`src/rtl/keypad_scanner.sv`:
```
// 4x4 active-low keypad scanner: row scan, frame classification, debounce FSM,
// and one event per press (digit handshake or single-cycle operator/equal pulse).
module keypad_scanner #(
    parameter int SCAN_DIV        = 1000,
    parameter int DEBOUNCE_FRAMES = 4
) (
    input  logic       clk,
    input  logic       nRST,
    output logic [3:0] row_out,
    input  logic [3:0] col_in,
    input  logic       key_read,
    output logic [3:0] keypad_input,
    output logic       read_input,
    output logic [2:0] operator_input,
    output logic       equal_input
);
    localparam int             DW       = (SCAN_DIV > 1) ? $clog2(SCAN_DIV) : 1;
    localparam logic [DW-1:0]  DIV_LAST = DW'(SCAN_DIV - 1);
    localparam logic [3:0]     DF       = 4'(DEBOUNCE_FRAMES);

    typedef enum logic [2:0] {IDLE, CONFIRM, PRESENT, WAIT_ACK, RELEASE} state_t;

    logic [3:0]    col_meta, col_sync;
    logic [DW-1:0] div_cnt;
    logic [1:0]    row_idx;
    logic          slot_end, frame_end;

    always_ff @(posedge clk or negedge nRST) begin
        if (!nRST) begin
            col_meta <= 4'hF;
            col_sync <= 4'hF;
        end else begin
            col_meta <= col_in;
            col_sync <= col_meta;
        end
    end

    assign slot_end  = (div_cnt == DIV_LAST);
    assign frame_end = slot_end && (row_idx == 2'd3);

    always_ff @(posedge clk or negedge nRST) begin
        if (!nRST) begin
            div_cnt <= '0;
            row_idx <= 2'd0;
        end else begin
            div_cnt <= slot_end ? '0 : div_cnt + 1'b1;
            if (slot_end) row_idx <= row_idx + 2'd1;
        end
    end

    assign row_out = ~(4'b0001 << row_idx);

    // Per-frame accumulation: hit count saturates at 2 (enough to tell MULTI).
    logic [2:0] row_hits, hits_tot;
    logic [1:0] row_col, hits_acc;
    logic [3:0] code_acc, code_tot;
    logic       frame_single;

    always_comb begin
        row_hits = '0;
        row_col  = '0;
        for (int c = 3; c >= 0; c--) begin
            if (!col_sync[c]) begin
                row_hits = row_hits + 3'd1;
                row_col  = 2'(c);
            end
        end
        hits_tot     = {1'b0, hits_acc} + row_hits;
        code_tot     = (hits_acc == 2'd0) ? {row_idx, row_col} : code_acc;
        frame_single = (hits_tot == 3'd1);
    end

    always_ff @(posedge clk or negedge nRST) begin
        if (!nRST) begin
            hits_acc <= '0;
            code_acc <= '0;
        end else if (slot_end) begin
            if (row_idx == 2'd3) begin
                hits_acc <= '0;
                code_acc <= '0;
            end else begin
                hits_acc <= (hits_tot >= 3'd2) ? 2'd2 : hits_tot[1:0];
                code_acc <= code_tot;
            end
        end
    end

    state_t     state_q, state_d;
    logic [3:0] cnt_q, cnt_d, code_q, code_d;
    logic       is_digit, is_eq;
    logic [3:0] digit_val;
    logic [2:0] op_code;

    always_comb begin
        is_digit  = 1'b0;
        is_eq     = 1'b0;
        digit_val = 4'd0;
        op_code   = 3'd0;
        case (code_q)
            4'd0:  begin is_digit = 1'b1; digit_val = 4'd1; end
            4'd1:  begin is_digit = 1'b1; digit_val = 4'd2; end
            4'd2:  begin is_digit = 1'b1; digit_val = 4'd3; end
            4'd3:  op_code = 3'd2;
            4'd4:  begin is_digit = 1'b1; digit_val = 4'd4; end
            4'd5:  begin is_digit = 1'b1; digit_val = 4'd5; end
            4'd6:  begin is_digit = 1'b1; digit_val = 4'd6; end
            4'd7:  op_code = 3'd3;
            4'd8:  begin is_digit = 1'b1; digit_val = 4'd7; end
            4'd9:  begin is_digit = 1'b1; digit_val = 4'd8; end
            4'd10: begin is_digit = 1'b1; digit_val = 4'd9; end
            4'd11: op_code = 3'd4;
            4'd12: op_code = 3'd1;
            4'd13: begin is_digit = 1'b1; digit_val = 4'd0; end
            4'd14: is_eq = 1'b1;
            default: ;
        endcase
    end

    always_ff @(posedge clk or negedge nRST) begin
        if (!nRST) begin
            state_q <= IDLE;
            cnt_q   <= '0;
            code_q  <= '0;
        end else begin
            state_q <= state_d;
            cnt_q   <= cnt_d;
            code_q  <= code_d;
        end
    end

    // Outputs are decoded from state so reset clears them asynchronously.
    always_comb begin
        state_d        = state_q;
        cnt_d          = cnt_q;
        code_d         = code_q;
        read_input     = 1'b0;
        keypad_input   = 4'd0;
        operator_input = 3'd0;
        equal_input    = 1'b0;
        case (state_q)
            IDLE: if (frame_end && frame_single) begin
                code_d  = code_tot;
                cnt_d   = 4'd1;
                state_d = (DF == 4'd1) ? PRESENT : CONFIRM;
            end
            CONFIRM: if (frame_end) begin
                if (frame_single && code_tot == code_q) begin
                    cnt_d = cnt_q + 4'd1;
                    if (cnt_q + 4'd1 == DF) state_d = PRESENT;
                end else begin
                    cnt_d   = 4'd0;
                    state_d = IDLE;
                end
            end
            PRESENT: begin
                cnt_d = 4'd0;
                if (is_digit) begin
                    // A still-high ack belongs to the previous key; wait it out.
                    if (!key_read) begin
                        read_input   = 1'b1;
                        keypad_input = digit_val;
                        state_d      = WAIT_ACK;
                    end
                end else begin
                    operator_input = op_code;
                    equal_input    = is_eq;
                    state_d        = RELEASE;
                end
            end
            WAIT_ACK: begin
                read_input   = 1'b1;
                keypad_input = digit_val;
                if (key_read) begin
                    cnt_d   = 4'd0;
                    state_d = RELEASE;
                end
            end
            RELEASE: if (frame_end) begin
                if (frame_single) cnt_d = 4'd0;
                else if (cnt_q + 4'd1 == DF) begin
                    cnt_d   = 4'd0;
                    state_d = IDLE;
                end else cnt_d = cnt_q + 4'd1;
            end
            default: state_d = IDLE;
        endcase
    end
endmodule

```
`config.mk`:
```
export PLATFORM = sky130hd
export DESIGN_NAME = keypad_scanner
export DESIGN_NICKNAME = d
export VERILOG_FILES = /design/src/rtl/keypad_scanner.sv
export SDC_FILE = /design/constraint.sdc
export NUM_CORES = 1
export LEC_CHECK = 0
export ABC_AREA = 0
export CORE_MARGIN = 2
export CORE_UTILIZATION = 43
export CTS_BUF_LIST = sky130_fd_sc_hd__clkbuf_16
export CTS_CLUSTER_DIAMETER = 80
export CTS_CLUSTER_SIZE = 10
export DETAILED_ROUTE_END_ITERATION = 8
export GPL_TIMING_DRIVEN = 0
export PLACE_DENSITY = 0.72
export SYNTH_ARGS = -nofsm -noshare
export SYNTH_HDL_FRONTEND = slang
export SYNTH_SLANG_ARGS = --single-unit
export TNS_END_PERCENT = 30
```
`constraint.sdc`:
```
create_clock -name clk -period 5.18 [get_ports clk]
set_input_delay 1.295 -clock clk [delete_from_list [all_inputs] [get_ports clk]]
set_output_delay 1.295 -clock clk [all_outputs]
set_load 0.02 [all_outputs]
```
==> results of run 1 <==
-- cell usage in the layout, fill, tap and decap left out, types with 4 or more instances in the layout --
master	instances
nand2_1	16
nand3_1	10
dfrtp_1	29
and3_1	6
clkbuf_1	4
xor2_1	4
inv_1	20
dfstp_2	8
o21ai_0	14
clkdlybuf4s50_1	18
nand3b_1	4
nor2_1	22
ha_1	13
nand4_1	5
a211oi_1	4
xnor2_1	10
a21oi_1	11
clkbuf_16	5
-- worst max-delay path, delay by kind of cell --
| family | cells | cell delay [ns] |
|---|---|---|
| buffers and inverters | 2 | 1.07 |
| AO/OA/AOI/OAI | 2 | 0.37 |
| AND/OR/NAND/NOR | 1 | 0.12 |
-- metal layers --
metal	up-vias	part of all wire (%)
met2	44	47
met5	-	0
met3	5	4.3
met1	846	48
li1	917	-
met4	0	0.98
-- power groups by stage --
stage / logic [uW] / clock network (uW) / registers, uW
floorplan: 25.2 / 0 / 301
global placement: 40.2 / 0 / 302
detailed placement: 40.4 / 0 / 302
CTS: 40.5 / 341 / 297
global route: 44.5 / 361 / 297
finish: 39.8 / 334 / 297
-- state kept, by name, indices dropped and copies added (netlist names) --
signal    flops
state_q       3
row_idx       2
col_sync      4
col_meta      4
code_acc      4
code_q        4
div_cnt      10
hits_acc      2
cnt_q         4
-- final cells by class --
cell class                 count  area, um^2
clock inverter                 3       41.29
multi-input combinational    180        1310
buffer                         9       50.05
sequential                    37       935.9
clock buffer                   5       125.1
inverter                      20       75.07
fill                         504        2592
tap                           72       90.09
timing repair buffer          19       185.2
-- through the flow --
stage	setup slack, ns	cell area, um^2	cells
CTS	1.015	2813	345
finish	1.021	2813	345
global route	0.9076	2813	345
global placement	1.013	2651	337
detailed placement	1.014	2646	337
floorplan	1.796	2371	246
-- cells by family (layout without fill, tap and decap cells) --
logic type      count (synthesis)  count (layout)
mux                             6               6
compound gates                 53              53
fa+ha+maj                      14              14
xor+xnor                       15              15
buf+inv                        29              56
flops                          37              37
simple gates                   92              92
-- final timing paths --
path | from | endpoint | slack [ns] | cells past startpoint
max | key_read | keypad_input[0] | 1.02 | 5
min | col_meta[3] | col_sync[3] | 0.35 | 0
max reg2reg | col_sync[2] | state_q[0] | 1.75 | 12
min reg2reg | col_meta[3] | col_sync[3] | 0.35 | 0
max in group asynchronous | nRST | code_acc[0] | 3.58 | 1
min in group asynchronous | nRST | row_idx[1] | 1.11 | 1
==> flow_metrics.tcl, run 1 <==
set metrics [dict create \
    dp_hpwl_um 3137 \
    p_per_area_nw_per_um2 238.6 \
    yosysTopAreaCellShare_pct 30.61 \
    firstDrtPassIters 4 \
    yosysWarnings 0 \
    nets 293 \
    p_seq_share_pct 44.2 \
    setup_tns_ns 0 \
    clock-sinks 37 \
    core-area_um2 5405 \
    path_max_fanout 5 \
    synth_mux_area_share_pct 2.691 \
    slew-limit-headroom_pct 47.46 \
    arrival_ns 2.86 \
    cts_max_path_buffers 2 \
    port_buffers 19 \
    postCtsHoldBufs 0 \
    combPwrFrac_pct 5.9 \
    synth-seq-cells 37 \
    pwr-share-clk_pct 49.8 \
    final_hold_viol_count 0 \
    cts_tree "done" \
    synth.area.top_cells "dfrtp_1, dfstp_2, ha_1" \
    num_rows 27 \
    synthArstFlopShare_pct 100.0 \
    tightestPinTransition_ns 0.7881 \
    synth_simple_gate_area_share_pct 22.01 \
    max_stage_delay_ns 0.63 \
    use_met2_pct 26.55 \
    synth-edff-count 0 \
    crit_top_cell "clkdlybuf4s50_1" \
    synth_top_family_by_area "simple AND/OR/NAND/NOR gates" \
    leakage_uw 0.001193 \
    antenna_found_initial 0 \
    setup_viol 0 \
    synthAdderAreaFrac_pct 7.704 \
    hold_path.class "reg -> reg" \
    fin_crit_ns 4.159 \
    syn_area_um2 2371 \
    post-cts-setup-buffer-count 0 \
    slew_viol_final 0 \
    drc 0 \
    intPower_uw 538.0 \
    use_met1_pct 20.10 \
    synth_cells 246 \
    ys.flop_type "dfrtp_1" \
    worstSetupPathType "in -> out" \
    fin_worst_skew_ns 0.003874 \
    cts.repair.resized 0 \
    ctsHtreeMaxLevel 2 \
    globalRouteMet3Util_pct 3.563 \
    wirelength_um 4278 \
    irDropWorstVdd_mv 0.2469 \
    worst_path_max_delay_cell "clkdlybuf4s50_1" \
    area_growth_pct 18.63 \
    cts_buffers 5 \
    path_clk_slew_ns 0.05 \
    synth_compound_area_share_pct 16.73 \
    track_usage_pct 15.63 \
    grt_max_degree 38 \
    drt_iter0_drc 97 \
    total_power_uw 671.0 \
    clockRootBuffer "clkbuf_16" \
    fin_hold_ws_ns 0.3546 \
    grt_pass1_wl_um 7776 \
    synth-seq-area-share_pct 39.47 \
    clk_latency_ns 0.28 \
    maxCapViolations 0 \
    critical_path.startpoint_type "input port" \
    synth_xor_area_share_pct 6.121 \
    synth_common_cells "dfrtp_1, nor2_1, inv_1" \
    synth_nets 267 \
    endpoint_kind "primary output" \
    start_util_pct 43.87 \
    p_sw_share_pct 19.82 \
    drtAntennaViolNets 0 \
    utilization_pct 52.04 \
    rsz0062_at_grt "no" \
    status "complete, no violations" \
    die_w_um 78.26 \
    die_area_um2 6124 \
    switchingPower_uw 133.0 \
    diodes 0 \
    io_pins 20 \
    critical_path_required_ns 3.88 \
    die_y_um 78.26 \
    drive_gt1_share_pct 14.29 \
    detail_route.wl_per_cell_um 12.40 \
    synth_top_area_cell "dfrtp_1" \
    synth_cell_types 63 \
    grt_pass1_vias 1750 \
    yosysMostFrequentCell "dfrtp_1" \
    max_freq_mhz 240.5 \
    via_per_inst 5.252 \
    overflow 0 \
    vias 1812 \
    avgSynthCellArea_um2 9.638 \
    busiest_layer "met2" \
    crit_chain "clkdlybuf4s50_1 -> nor2b_1 -> o21ai_1 -> a211oi_1 -> clkdlybuf4s50_1" \
    place_congestion 0.7768 \
    period_share_pct 80.29 \
]
(Power assumes the default switching activity.)
==> run 2: changes to the inputs <==
--- a/config.mk
+++ b/config.mk
@@ -13,7 +13,7 @@
 export CTS_CLUSTER_SIZE = 10
 export DETAILED_ROUTE_END_ITERATION = 8
 export GPL_TIMING_DRIVEN = 0
-export PLACE_DENSITY = 0.72
+export PLACE_DENSITY = 0.75
 export SYNTH_ARGS = -nofsm -noshare
 export SYNTH_HDL_FRONTEND = slang
 export SYNTH_SLANG_ARGS = --single-unit
==> constraint.sdc (replaced) <==
create_clock -name clk -period 3.5 [get_ports clk]
set_input_delay 0.875 -clock clk [delete_from_list [all_inputs] [get_ports clk]]
set_output_delay 0.875 -clock clk [all_outputs]
set_load 0.02 [all_outputs]
==> run 2 against run 1 <==
- clock power rose by 48%
- critical endpoint is now state_q[2]
- first-iteration DRC count fell by 38%
- non-clock buffer count did not move
- combinational power rose by 60%
- largest cell class unchanged
- final cell count did not move
- highest routed layer unchanged
==> flow_metrics.tcl, run 2 (synthesized netlist as in run 1, its figures left out) <==
set metrics [dict create \
    antenna_found_initial 0 \
    io_pins 20 \
    cts_tree "done" \
    detail_route.wl_per_cell_um 12.83 \
    grt_max_degree 38 \
    slew-limit-headroom_pct 47.14 \
    rsz0062_at_grt "no" \
    slew_viol_final 0 \
    fin_crit_ns 3.231 \
    overflow 0 \
    dp_hpwl_um 3114 \
    critical_path.startpoint_type "flip-flop" \
    grt_pass1_vias 1704 \
    clock-sinks 37 \
    start_util_pct 43.87 \
    fin_worst_skew_ns 0.002796 \
    grt_pass1_wl_um 7665 \
    period_share_pct 92.32 \
    nets 293 \
    clk_latency_ns 0.28 \
    area_growth_pct 19.79 \
    setup_ws_ns 0.2687 \
    path_max_fanout 7 \
    firstDrtPassIters 4 \
    critical_path_required_ns 3.67 \
    total_power_uw 997.4 \
    final_cell_mix "dfrtp_1, nor2_1, inv_1, nand2_1, clkdlybuf4s50_1" \
    die_y_um 78.26 \
    endpoint_kind "flip-flop" \
    regMostFlops "div_cnt" \
    track_usage_pct 15.72 \
    drive_gt1_share_pct 14.65 \
    num_rows 27 \
    clockRootBuffer "clkbuf_16" \
    drt_iter0_drc 60 \
    layout_commonest_cell "dfrtp_1" \
    die_area_um2 6124 \
    arrival_ns 3.40 \
    status "complete, no violations" \
    leakage_uw 0.001281 \
    setup_viol 0 \
    max_freq_mhz 309.5 \
    tightestPinTransition_ns 0.7929 \
    maxCapViolations 0 \
    irDropWorstVdd_mv 0.2913 \
    p_per_area_nw_per_um2 351.2 \
    largest_reg_flops 10 \
    cts_buffers 5 \
    hold_path.class "reg -> reg" \
    cts_max_path_buffers 2 \
    dpl_worst_slack_ns 0.07289 \
    die_w_um 78.26 \
    wirelength_um 4425 \
    n_fill_cell 502 \
    final_hold_viol_count 0 \
    vias 1859 \
    path_clk_slew_ns 0.05 \
    place_congestion 0.7781 \
    drc 0 \
    diodes 0 \
    ctsHtreeMaxLevel 2 \
    drtAntennaViolNets 0 \
    setup_tns_ns 0 \
    postCtsHoldBufs 0 \
    port_buffers 19 \
    via_per_inst 5.388 \
    worstSetupPathType "reg -> reg" \
    core-area_um2 5405 \
]
## run 2: area by class of cell
type | count | area [um^2] | area share [%]
multi-input combinational | 180 | 1331 | 46.87
clock inverter | 3 | 37.54 | 1.322
inverter | 20 | 75.07 | 2.643
sequential | 37 | 935.9 | 32.95
clock buffer | 5 | 125.1 | 4.405
timing repair buffer | 19 | 195.2 | 6.872
buffer | 9 | 50.05 | 1.762
tap | 72 | 90.09 | 3.172
## run 2: report_power, final
group          total (uW)  switching [uW]  leakage, uW  internal (uW)
logic                63.5            34.5     0.000728           29.0
clock network         494             163    0.0000826            331
registers             440            3.26     0.000470            437
total                 997             201      0.00128            796
## run 2: worst max-delay path, stage by stage (launching register included)
cell      delay (ns)
dfstp_2         0.55
inv_1           0.05
ha_1            0.33
xnor2_2         0.17
ha_1            0.29
mux2i_1         0.09
fa_1            0.41
xnor3_1         0.28
and3_4          0.27
nand4_4         0.13
o211ai_1        0.20
mux2_2          0.35
## run 2: layer usage
layer	vias up	GRT usage [%]	routed length, um
met5	-	0	0
met4	0	6.316	63
met3	4	3.448	235
met2	59	25.17	2042
met1	879	20.72	2083
li1	917	-	-
## run 2: through the flow
stage	util [%]	cell area, um^2	hold slack (ns)	cells
3_3_place_gp	49.05	2651	0.3455	337
2_1_floorplan	-	2371	0.3452	246
6_report	52.55	2840	0.3545	345
5_1_grt	52.55	2840	0.3621	345
4_1_cts	52.20	2821	0.3547	345
3_5_place_dp	48.96	2646	0.3468	337
## run 2: final timing paths
check	startpoint	end	slack (ns)	cells past startpoint
worst max-delay path	col_sync[2]	state_q[2]	0.27	11
worst min-delay path	col_meta[1]	col_sync[1]	0.35	0
worst max register to register	col_sync[2]	state_q[2]	0.27	11
worst min register to register	col_meta[1]	col_sync[1]	0.35	0
max in group asynchronous	nRST	code_q[1]	2.32	1
min in group asynchronous	nRST	row_idx[1]	0.68	1
## run 2: timing repair
action / 4_1_cts / 5_1_grt
setup endpoints to repair: 3 / 8
setup buffers: 0 / 0
pin swaps: 0 / 1
resized for setup: 2 / 6
endpoints found under the hold margin: 0 / 0
==> run 3: changes to the inputs <==
--- a/config.mk
+++ b/config.mk
@@ -7,13 +7,13 @@
 export LEC_CHECK = 0
 export ABC_AREA = 0
 export CORE_MARGIN = 2
-export CORE_UTILIZATION = 43
+export CORE_UTILIZATION = 25
 export CTS_BUF_LIST = sky130_fd_sc_hd__clkbuf_16
 export CTS_CLUSTER_DIAMETER = 80
 export CTS_CLUSTER_SIZE = 10
 export DETAILED_ROUTE_END_ITERATION = 8
 export GPL_TIMING_DRIVEN = 0
-export PLACE_DENSITY = 0.75
+export PLACE_DENSITY = 0.52
 export SYNTH_ARGS = -nofsm -noshare
 export SYNTH_HDL_FRONTEND = slang
 export SYNTH_SLANG_ARGS = --single-unit
==> run 3 against run 2 <==
- non-clock buffer count did not move
- setup slack got worse by 0.0027 ns
- via count fell by 4.5%
- critical path type unchanged
- largest cell class unchanged
- highest routed layer unchanged
==> flow_metrics.tcl, run 3 (synthesized netlist as in run 1, its figures left out) <==
set metrics [dict create \
    path_max_fanout 7 \
    status "complete, no violations" \
    irDropWorstVdd_mv 0.1741 \
    hp-start "col_meta[0]" \
    worstRegToRegCells 11 \
    max_stage_delay_ns 0.56 \
    grt_pass1_vias 1684 \
    slew-limit-headroom_pct 43.84 \
    place_congestion 0.7889 \
    die_w_um 101.4 \
    ctsHtreeMaxLevel 2 \
    diodes 0 \
    drive_gt1_share_pct 15.38 \
    regMostFlops "div_cnt" \
    port_buffers 19 \
    critical_path_required_ns 3.67 \
    setup_tns_ns 0 \
    final_hold_viol_count 0 \
    antenna_found_initial 0 \
    setup_viol 0 \
    clockRootBuffer "clkbuf_16" \
    detail_route.wl_per_cell_um 11.45 \
    core-area_um2 9240 \
    fin_crit_ns 3.234 \
    arrival_ns 3.40 \
    hold_depth 0 \
    reg2reg_setup_slack_ns 0.27 \
    crit_top_cell "ha_1" \
    largest_reg_flops 10 \
    cts_tree "done" \
    worst_path_max_delay_cell "dfstp_2" \
    grt_pass1_wl_um 7983 \
    layout_commonest_cell "dfrtp_1" \
    firstDrtPassIters 4 \
    via_per_inst 4.415 \
    period_share_pct 92.40 \
    dp_hpwl_um 3370 \
    p_per_area_nw_per_um2 325.7 \
    endpoint_kind "flip-flop" \
    cts_buffers 5 \
    worstSetupPathType "reg -> reg" \
    overflow 0 \
    slew_viol_final 0 \
    vias 1775 \
    rsz0062_at_grt "no" \
    post-cts-setup-buffer-count 0 \
    fin_hold_ws_ns 0.3551 \
    num_rows 35 \
    hold_path_end "col_sync[0]" \
    area_growth_pct 22.16 \
    drc 0 \
    critical_path.startpoint_type "flip-flop" \
    io_pins 20 \
    die_area_um2 10280 \
    hold_path.class "reg -> reg" \
    grt_max_degree 38 \
    tightestPinTransition_ns 0.8425 \
    die_y_um 101.4 \
    track_usage_pct 9.657 \
    cp_num_buf_inv 1 \
    leakage_uw 0.001272 \
    cp_top_family "adder cells" \
    cts_max_path_buffers 2 \
    max_freq_mhz 309.2 \
    clock-sinks 37 \
    rr_startpoint "col_sync[2]" \
    clk_latency_ns 0.28 \
    crit_chain "inv_1 -> ha_1 -> xnor2_2 -> ha_1 -> mux2i_1 -> fa_1 -> xnor3_1 -> and3_4 -> nand4_4 -> o211ai_1 -> mux2_2" \
    path_clk_slew_ns 0.06 \
    worst_r2r_endpoint "state_q[2]" \
    fin_worst_skew_ns 0.003359 \
    postCtsHoldBufs 0 \
    wirelength_um 4601 \
    start_util_pct 25.66 \
    drtAntennaViolNets 0 \
    final_cell_mix "dfrtp_1, nor2_1, inv_1, nand2_1, clkdlybuf4s50_1" \
    nets 293 \
    drt_iter0_drc 67 \
    maxCapViolations 0 \
]
[run 3: routing by layer]
| metal | wire length, um | global-route usage [%] |
|---|---|---|
| met5 | 0 | 0 |
| met4 | 48 | 3.119 |
| met3 | 174 | 2.277 |
| met2 | 1929 | 14.26 |
| met1 | 2447 | 13.92 |
[run 3: power by group]
part	total, uW	internal, uW	switching (uW)
registers	439	436	3.06
logic	63.4	28.7	34.6
clock network	440	265	176
total	943	730	214
[run 3: worst reg2reg max path: cells and delay by family (launching register included)]
family          cells  cell delay [ns]
buf+inv             1             0.05
simple gates        2             0.41
xor+xnor            2             0.43
mux                 2             0.44
fa+ha+maj           3             1.03
flops               1             0.56
compound gates      1             0.22
[run 3: cell type report]
class,count,area (um^2)
Multi-Input combinational cell,180,1331
Sequential cell,37,935.9
Inverter,20,75.07
Timing Repair Buffer,19,195.2
Tap cell,129,161.4
Fill cell,968,6344
Clock inverter,3,22.52
Clock buffer,5,125.1
Buffer,9,50.05
[run 3: repair_timing]
action,4_1_cts,5_1_grt
pin swaps,0,2
gates resized for setup,1,7
endpoints found under the setup margin,2,7
[run 3: worst max-delay path by stage]
stage	startpoint	endpoint	slack, ns	cells after the start
2_1_floorplan	col_sync[2]	state_q[2]	0.29	11
5_1_grt	code_q[3]	read_input	0.07	7
3_3_place_gp	col_sync[2]	state_q[0]	0.05	12
4_1_cts	col_sync[2]	state_q[0]	0.03	12
6_report	col_sync[2]	state_q[2]	0.27	11
3_5_place_dp	col_sync[2]	state_q[2]	0.05	12
[run 3: per-stage QoR]
step,utilization (%),power [uW],std cells,area (um^2),setup slack [ns]
2_1_floorplan,-,483.5,246,2371,0.2937
3_3_place_gp,29.47,507.6,394,2723,0.05373
3_5_place_dp,29.41,507.5,394,2718,0.05222
4_1_cts,31.06,957.2,402,2870,0.03215
5_1_grt,31.35,985.7,402,2897,0.07040
6_report,31.35,943.3,402,2897,0.2659
